[src/rtl/tm_tape_spi_responder.sv]
// tm_tape_spi_responder
// SPI mode-0 responder backed by a small on-chip byte array. The initiator
// reads (CMD_READ) or writes (CMD_WRITE) sequential bursts starting at a
// 16-bit big-endian address; only the low MEM_BITS address bits are used.
// A host side-port preloads and inspects the array.
// All SPI pins are oversampled on clk through 2-FF synchronisers.
// MEM_BITS must be between 1 and 8.

module tm_tape_spi_responder #(
    parameter int          MEM_BITS  = 4,
    parameter logic [7:0]  CMD_READ  = 8'h03,
    parameter logic [7:0]  CMD_WRITE = 8'h02
) (
    input  logic                clk,
    input  logic                rst_n,
    input  logic                spi_sck,
    input  logic                spi_cs,
    input  logic                spi_mosi,
    output logic                spi_miso,
    input  logic                host_wr_en_i,
    input  logic [MEM_BITS-1:0] host_addr_i,
    input  logic [7:0]          host_wr_data_i,
    output logic [7:0]          host_rd_data_o,
    output logic                busy_o,
    output logic                conflict_o
);

    localparam int                DEPTH    = 1 << MEM_BITS;
    localparam logic [MEM_BITS-1:0] ADDR_ONE = 1;

    typedef enum logic [2:0] {
        IDLE,
        CMD,
        ADDR,
        RD,
        WR,
        IGNORE
    } state_t;

    state_t state_q, state_d;

    // synchroniser stages plus one history flop for edge detection
    logic sck_meta, sck_sync, sck_prev;
    logic cs_meta, cs_sync, cs_prev;
    logic mosi_meta, mosi_sync;

    logic sck_rise, sck_fall, cs_fall, cs_rise;

    logic [6:0]          shift;      // last seven sampled bits
    logic [7:0]          byte_in;    // shift plus the bit arriving this edge
    logic [3:0]          bit_cnt;
    logic                is_wr;
    logic [MEM_BITS-1:0] addr;
    logic [7:0]          out_sh;
    logic                miso_q;
    logic [7:0]          wr_byte;
    logic                commit_pend;
    logic                busy_q;
    logic                conflict_q;

    logic [7:0] mem [DEPTH];

    // Synchronise the SPI pins; CS idles high so reset leaves it deasserted
    always_ff @(posedge clk or negedge rst_n) begin
        if (!rst_n) begin
            sck_meta  <= 1'b0;
            sck_sync  <= 1'b0;
            sck_prev  <= 1'b0;
            cs_meta   <= 1'b1;
            cs_sync   <= 1'b1;
            cs_prev   <= 1'b1;
            mosi_meta <= 1'b0;
            mosi_sync <= 1'b0;
        end else begin
            sck_meta  <= spi_sck;
            sck_sync  <= sck_meta;
            sck_prev  <= sck_sync;
            cs_meta   <= spi_cs;
            cs_sync   <= cs_meta;
            cs_prev   <= cs_sync;
            mosi_meta <= spi_mosi;
            mosi_sync <= mosi_meta;
        end
    end

    assign sck_rise = sck_sync & ~sck_prev;
    assign sck_fall = ~sck_sync & sck_prev;
    assign cs_fall  = ~cs_sync & cs_prev;
    assign cs_rise  = cs_sync & ~cs_prev;
    assign byte_in  = {shift, mosi_sync};

    // State register
    always_ff @(posedge clk or negedge rst_n) begin
        if (!rst_n) state_q <= IDLE;
        else        state_q <= state_d;
    end

    // Next-state: CS rising always wins and aborts whatever was in flight
    always_comb begin
        state_d = state_q;
        if (cs_rise) begin
            state_d = IDLE;
        end else begin
            case (state_q)
                IDLE: if (cs_fall) state_d = CMD;
                CMD: begin
                    if (sck_rise && bit_cnt == 4'd7) begin
                        if (byte_in == CMD_READ || byte_in == CMD_WRITE) state_d = ADDR;
                        else                                              state_d = IGNORE;
                    end
                end
                ADDR: if (sck_rise && bit_cnt == 4'd15) state_d = is_wr ? WR : RD;
                default: state_d = state_q;
            endcase
        end
    end

    // Bit/byte datapath: shift in on synced SCK rise, shift out on synced SCK fall
    always_ff @(posedge clk or negedge rst_n) begin
        if (!rst_n) begin
            shift       <= '0;
            bit_cnt     <= '0;
            is_wr       <= 1'b0;
            addr        <= '0;
            out_sh      <= '0;
            miso_q      <= 1'b0;
            wr_byte     <= '0;
            commit_pend <= 1'b0;
        end else begin
            commit_pend <= 1'b0;
            // the commit itself lands in the array this cycle; step to the next byte
            if (commit_pend) addr <= addr + ADDR_ONE;
            if (state_q != RD) miso_q <= 1'b0;

            if (cs_rise || (state_q == IDLE && cs_fall)) begin
                shift   <= '0;
                bit_cnt <= '0;
            end else begin
                case (state_q)
                    CMD: if (sck_rise) begin
                        shift <= byte_in[6:0];
                        if (bit_cnt == 4'd7) begin
                            bit_cnt <= '0;
                            is_wr   <= (byte_in == CMD_WRITE);
                        end else begin
                            bit_cnt <= bit_cnt + 4'd1;
                        end
                    end
                    ADDR: if (sck_rise) begin
                        shift   <= byte_in[6:0];
                        bit_cnt <= bit_cnt + 4'd1;   // 15 wraps to 0 for the data phase
                        // upper address bits fall off the end of the shifter: aliasing
                        if (bit_cnt == 4'd15) addr <= byte_in[MEM_BITS-1:0];
                    end
                    WR: if (sck_rise) begin
                        shift <= byte_in[6:0];
                        if (bit_cnt == 4'd7) begin
                            bit_cnt     <= '0;
                            wr_byte     <= byte_in;
                            commit_pend <= 1'b1;
                        end else begin
                            bit_cnt <= bit_cnt + 4'd1;
                        end
                    end
                    RD: if (sck_fall) begin
                        if (bit_cnt == 4'd0) begin
                            // fetch at byte start so earlier writes in this burst are seen
                            miso_q  <= mem[addr][7];
                            out_sh  <= {mem[addr][6:0], 1'b0};
                            bit_cnt <= 4'd1;
                        end else begin
                            miso_q <= out_sh[7];
                            out_sh <= {out_sh[6:0], 1'b0};
                            if (bit_cnt == 4'd7) begin
                                bit_cnt <= '0;
                                addr    <= addr + ADDR_ONE;
                            end else begin
                                bit_cnt <= bit_cnt + 4'd1;
                            end
                        end
                    end
                    default: ;
                endcase
            end
        end
    end

    // Byte array: SPI commit has priority over a same-cycle host write
    always_ff @(posedge clk) begin
        if (commit_pend)       mem[addr]        <= wr_byte;
        else if (host_wr_en_i) mem[host_addr_i] <= host_wr_data_i;
    end

    // Status flags: busy follows synced CS, conflict flags a dropped host write
    always_ff @(posedge clk or negedge rst_n) begin
        if (!rst_n) begin
            busy_q     <= 1'b0;
            conflict_q <= 1'b0;
        end else begin
            busy_q     <= ~cs_sync;
            conflict_q <= commit_pend & host_wr_en_i;
        end
    end

    assign spi_miso       = (state_q == RD) & miso_q;
    assign busy_o         = busy_q;
    assign conflict_o     = conflict_q;
    assign host_rd_data_o = mem[host_addr_i];

endmodule

[config.mk]
export PLATFORM = sky130hd
export DESIGN_NAME = tm_tape_spi_responder
export DESIGN_NICKNAME = d
export VERILOG_FILES = /design/src/rtl/tm_tape_spi_responder.sv
export SDC_FILE = /design/constraint.sdc
export NUM_CORES = 1
export LEC_CHECK = 0
export CAP_MARGIN = 15
export CORE_ASPECT_RATIO = 1.4
export CORE_MARGIN = 2
export CORE_UTILIZATION = 40
export DETAILED_ROUTE_END_ITERATION = 12
export PLACE_DENSITY = 0.59
export SLEW_MARGIN = 20
export SYNTH_ARGS = -nofsm -noshare
export SYNTH_HDL_FRONTEND = slang
export SYNTH_SLANG_ARGS = --single-unit
export TNS_END_PERCENT = 10
[constraint.sdc]
create_clock -name clk -period 3.1 [get_ports clk]
set_input_delay 0.775 -clock clk [delete_from_list [all_inputs] [get_ports clk]]
set_output_delay 0.775 -clock clk [all_outputs]
set_load 0.1 [all_outputs]
==> results by group <==
CTS
  • Sink Count: 174
  • Clk slew on worst S/H paths: 0.06 ns
  • Longest Clk Path Bufs: 2
  • Root Driver: clkbuf_16
  • Clk_lat worst skew: 0.43 ns
  • Clock H-tree levels: 4
  • Total CTS buffers: 17
  • CTS tree: done
  • Setup bufs post-CTS: 0

Setup path
  • Worst setup path startpoint: host_addr_i[0]
  • Critical path arrival: 2.32 ns
  • RR Startpoint: addr[0]
  • Kind of critical path: input pin to primary output
  • Critical Path RT: 2.32 ns
  • Worst setup SP type: input pin
  • CP endpoint kind: primary output
  • Max FO, Critical Path: 7

Detailed routing
  • Routed WL: 19,900 um
  • First-pass detailed-route iteration total: 5
  • Vias: 4,934
  • First DRT Iteration DRCs: 563
  • Post-route ant nets: 0
  • Routed len/inst: 24.36 um
  • DR DRC count: 0
  • Post-DR vias/cell: 6.039

Placed design
  • Placed Area: 9067 um^2
  • Setup WS pre-CTS: -0.2583 ns
  • GPL Wtd Cong: 0.8667
  • Detailed Place HPWL: 13,600 um
  • Inst Count DP: 780
  • Port Buffers: 28

Logic synthesis
  • Syn. warnings: 0
  • Syn Nets: 532
  • Sequential share of the synthesized area: 59.53%
  • Count leader, synth: edfxtp_1
  • Post-Synth Simple-Gate Area: 6.482%
  • Post-synth top area share: 45.78%
  • Synth top area cells: edfxtp_1, dfrtp_1, mux4_2, mux4_1, nor2_1
  • Post-synth top cells: edfxtp_1, nor2_1, mux4_2
  • Fraction of the mapped netlist area in adder cells: 0.7450%
  • Syn Area/Cell: 16.50 um^2
  • Synth Area in Compound Gates: 5.677%
  • Largest family of logic cells by synthesized area: multiplexers
  • Cell taking the most area after synthesis: edfxtp_1
  • Synth unique cells: 54
  • Xor/xnor share of the synthesized area: 0.6258%
  • EDFF count, synth: 128
  • Post-synth top flop: edfxtp_1
  • Mux contribution to synthesized area: 24.26%
  • Synth Register Bits: 174
  • Synth Instances: 509
  • Post-synth ARST share: 26.44%
  • Mapped Area: 8397 um^2

STA
  • Fmax: 322.9 MHz
  • Max Clock Skew: 0.007367 ns
  • Final hold violations: 0
  • Setup_tns: 0 ns
  • Worst Slack Setup Final: 0.002684 ns
  • RSZ-0062 raised after global routing: yes
  • Slew headroom: 31.72%
  • Period minus WS final: 3.097 ns
  • Final Setup Violations: 0
  • Fin. max-slew vios: 0
  • Worst slew pin tran: 1.021 ns
  • Final period util: 99.91%

Run status
  • Outcome: finished, final reports clean

Layout
  • Fillers: 1,685
  • Final Non-Filler Cells: 817
  • Layout cells sized above 1: 28.16%
  • Final Cell Area: 9738 um^2
  • P&R area growth vs syn: 15.97%
  • Layout Nets: 571
  • Inserted Diodes: 0

Die
  • Die span in y: 175.4 um
  • Initial Util: 40.85%
  • Top-Level Pins: 29
  • Core Box Area: 20,560 um^2
  • Die area: 22,180 um^2
  • Die width: 126.5 um
  • Row count: 62

Global route
  • First-pass GRT wire length: 30,750 um
  • Initial antenna violation count: 0
  • Total grt overflow: 0
  • Vias in the first global route: 4,988
  • GRT Total Usage: 18.77%
  • Largest net degree at the start of global routing: 33

Power
  • Worst VDD drop: 389.8 uV
  • Total Power: 0.005410 W
  • PwrDens: 555.5 nW/um^2
  • Leakage: 3.460 nW

Worst hold path
  • Hold Crit Start: mosi_meta
  • Tightest Hold Check Type: flop to flop

Flow run
  • Max-Cap Viols: 0
==> placed cells by master (no fill, tap or decap), types with 2 or more instances in the layout <==
| master | synthesis | layout |
|---|---|---|
| clkbuf_16 | 0 | 17 |
| nor3_1 | 6 | 6 |
| mux4_1 | 25 | 8 |
| clkinvlp_4 | 0 | 5 |
| clkdlybuf4s50_1 | 0 | 14 |
| o22ai_1 | 15 | 15 |
| o21a_1 | 5 | 5 |
| dfstp_2 | 3 | 3 |
| a22oi_1 | 5 | 5 |
| edfxtp_1 | 128 | 128 |
| xnor2_1 | 2 | 2 |
| bufinv_16 | 0 | 2 |
| clkinv_2 | 0 | 2 |
| mux2i_1 | 10 | 10 |
| a31oi_1 | 18 | 18 |
| o21ai_0 | 4 | 4 |
| buf_12 | 0 | 14 |
| inv_6 | 0 | 2 |
| inv_1 | 10 | 10 |
| mux4_2 | 47 | 64 |
| nand2_1 | 11 | 11 |
| nor4_1 | 3 | 3 |
| nand4_1 | 2 | 2 |
| ha_1 | 5 | 5 |
| nor3b_1 | 2 | 2 |
| mux2_4 | 8 | 8 |
| buf_4 | 0 | 15 |
| a21oi_1 | 8 | 8 |
| o31ai_1 | 3 | 3 |
| xor2_1 | 4 | 4 |
| or3_1 | 7 | 7 |
| nor2_1 | 54 | 54 |
| a211oi_1 | 3 | 3 |
| mux2_2 | 9 | 9 |
| nand3_1 | 7 | 7 |
| nand2b_1 | 5 | 5 |
| buf_16 | 0 | 4 |
| nor2b_1 | 6 | 6 |
| dfrtp_1 | 43 | 42 |
==> registers in the layout, summed over array words and instances, names as in the netlist <==
name,count
cs_prev,1
sck_sync,1
out_sh,7
commit_pend,1
mosi_sync,1
wr_byte,8
sck_meta,1
addr,4
cs_sync,1
conflict_o,1
state_q,3
bit_cnt,4
miso_q,1
mosi_meta,1
mem,128
cs_meta,1
busy_o,1
sck_prev,1
is_wr,1
shift,7
==> what timing repair did <==
action | 4_1_cts | 5_1_grt
pin swaps | 0 | 0
cloned | 5 | 0
endpoints found under the setup margin | 8 | 7
hold buffers | 0 | 0
resized for setup | 26 | 7
==> worst max-delay path, cell delays in order <==
cell,delay [ns]
buf_12,0.13
buf_12,0.15
mux4_2,0.51
mux4_2,0.55
buf_12,0.20
==> where the power goes <==
part | total, W | internal (W) | switching [W]
Sequential | 0.00266 | 0.00259 | 0.0000691
Combinational | 0.000658 | 0.000275 | 0.000383
Clock | 0.00209 | 0.00118 | 0.000905
==> cells by family (layout without fill, tap and decap cells) <==
family	Yosys count	count (layout)
xor gates and xnor gates	6	6
adders and majority gates	5	5
AOI/OAI and AO/OA	71	71
muxes	99	99
and+or+nand+nor	113	113
buffers and inverters	41	93
DFF	174	174
==> per-layer routing <==
layer | global-route usage, % | share of wire, % | vias up
met1 | 21.47 | 37 | 2570
met5 | 0 | 0 | -
met2 | 34.38 | 56 | 174
li1 | - | - | 2144
met3 | 3.533 | 4.3 | 46
met4 | 7.372 | 2.5 | 0
==> path summary, 6_finish.rpt <==
path | end | slack, ns | depth (start not counted)
setup / recovery | host_rd_data_o[7] | 0.003 | 5
hold / removal | mosi_sync | 0.36 | 0
setup reg to reg | mem[1][6] | 0.68 | 3
hold reg to reg | mosi_sync | 0.36 | 0
max in group asynchronous | cs_meta | 2.01 | 2
min in group asynchronous | wr_byte[7] | 0.40 | 1
==> per-stage QoR <==
stage / hold slack, ns / utilization (%)
3_5_place_dp: 0.3370 / 44.11
2_1_floorplan: 0.3312 / -
4_1_cts: 0.3613 / 47.46
6_report: 0.3552 / 47.37
3_3_place_gp: 0.3400 / 44.11
5_1_grt: 0.3660 / 47.37
==> layout make-up <==
cell class                      count  area, um^2  share of cell area (%)
Inverter                           11       41.29                  0.4240
Timing Repair Buffer               50       695.7                   7.144
Tap cell                          256       320.3                   3.289
Multi-Input combinational cell    294        3109                   31.93
Sequential cell                   174        5000                   51.34
Clock buffer                       18       429.2                   4.407
Clock inverter                     14       142.6                   1.465
Power figures use the tool's default switching activity.
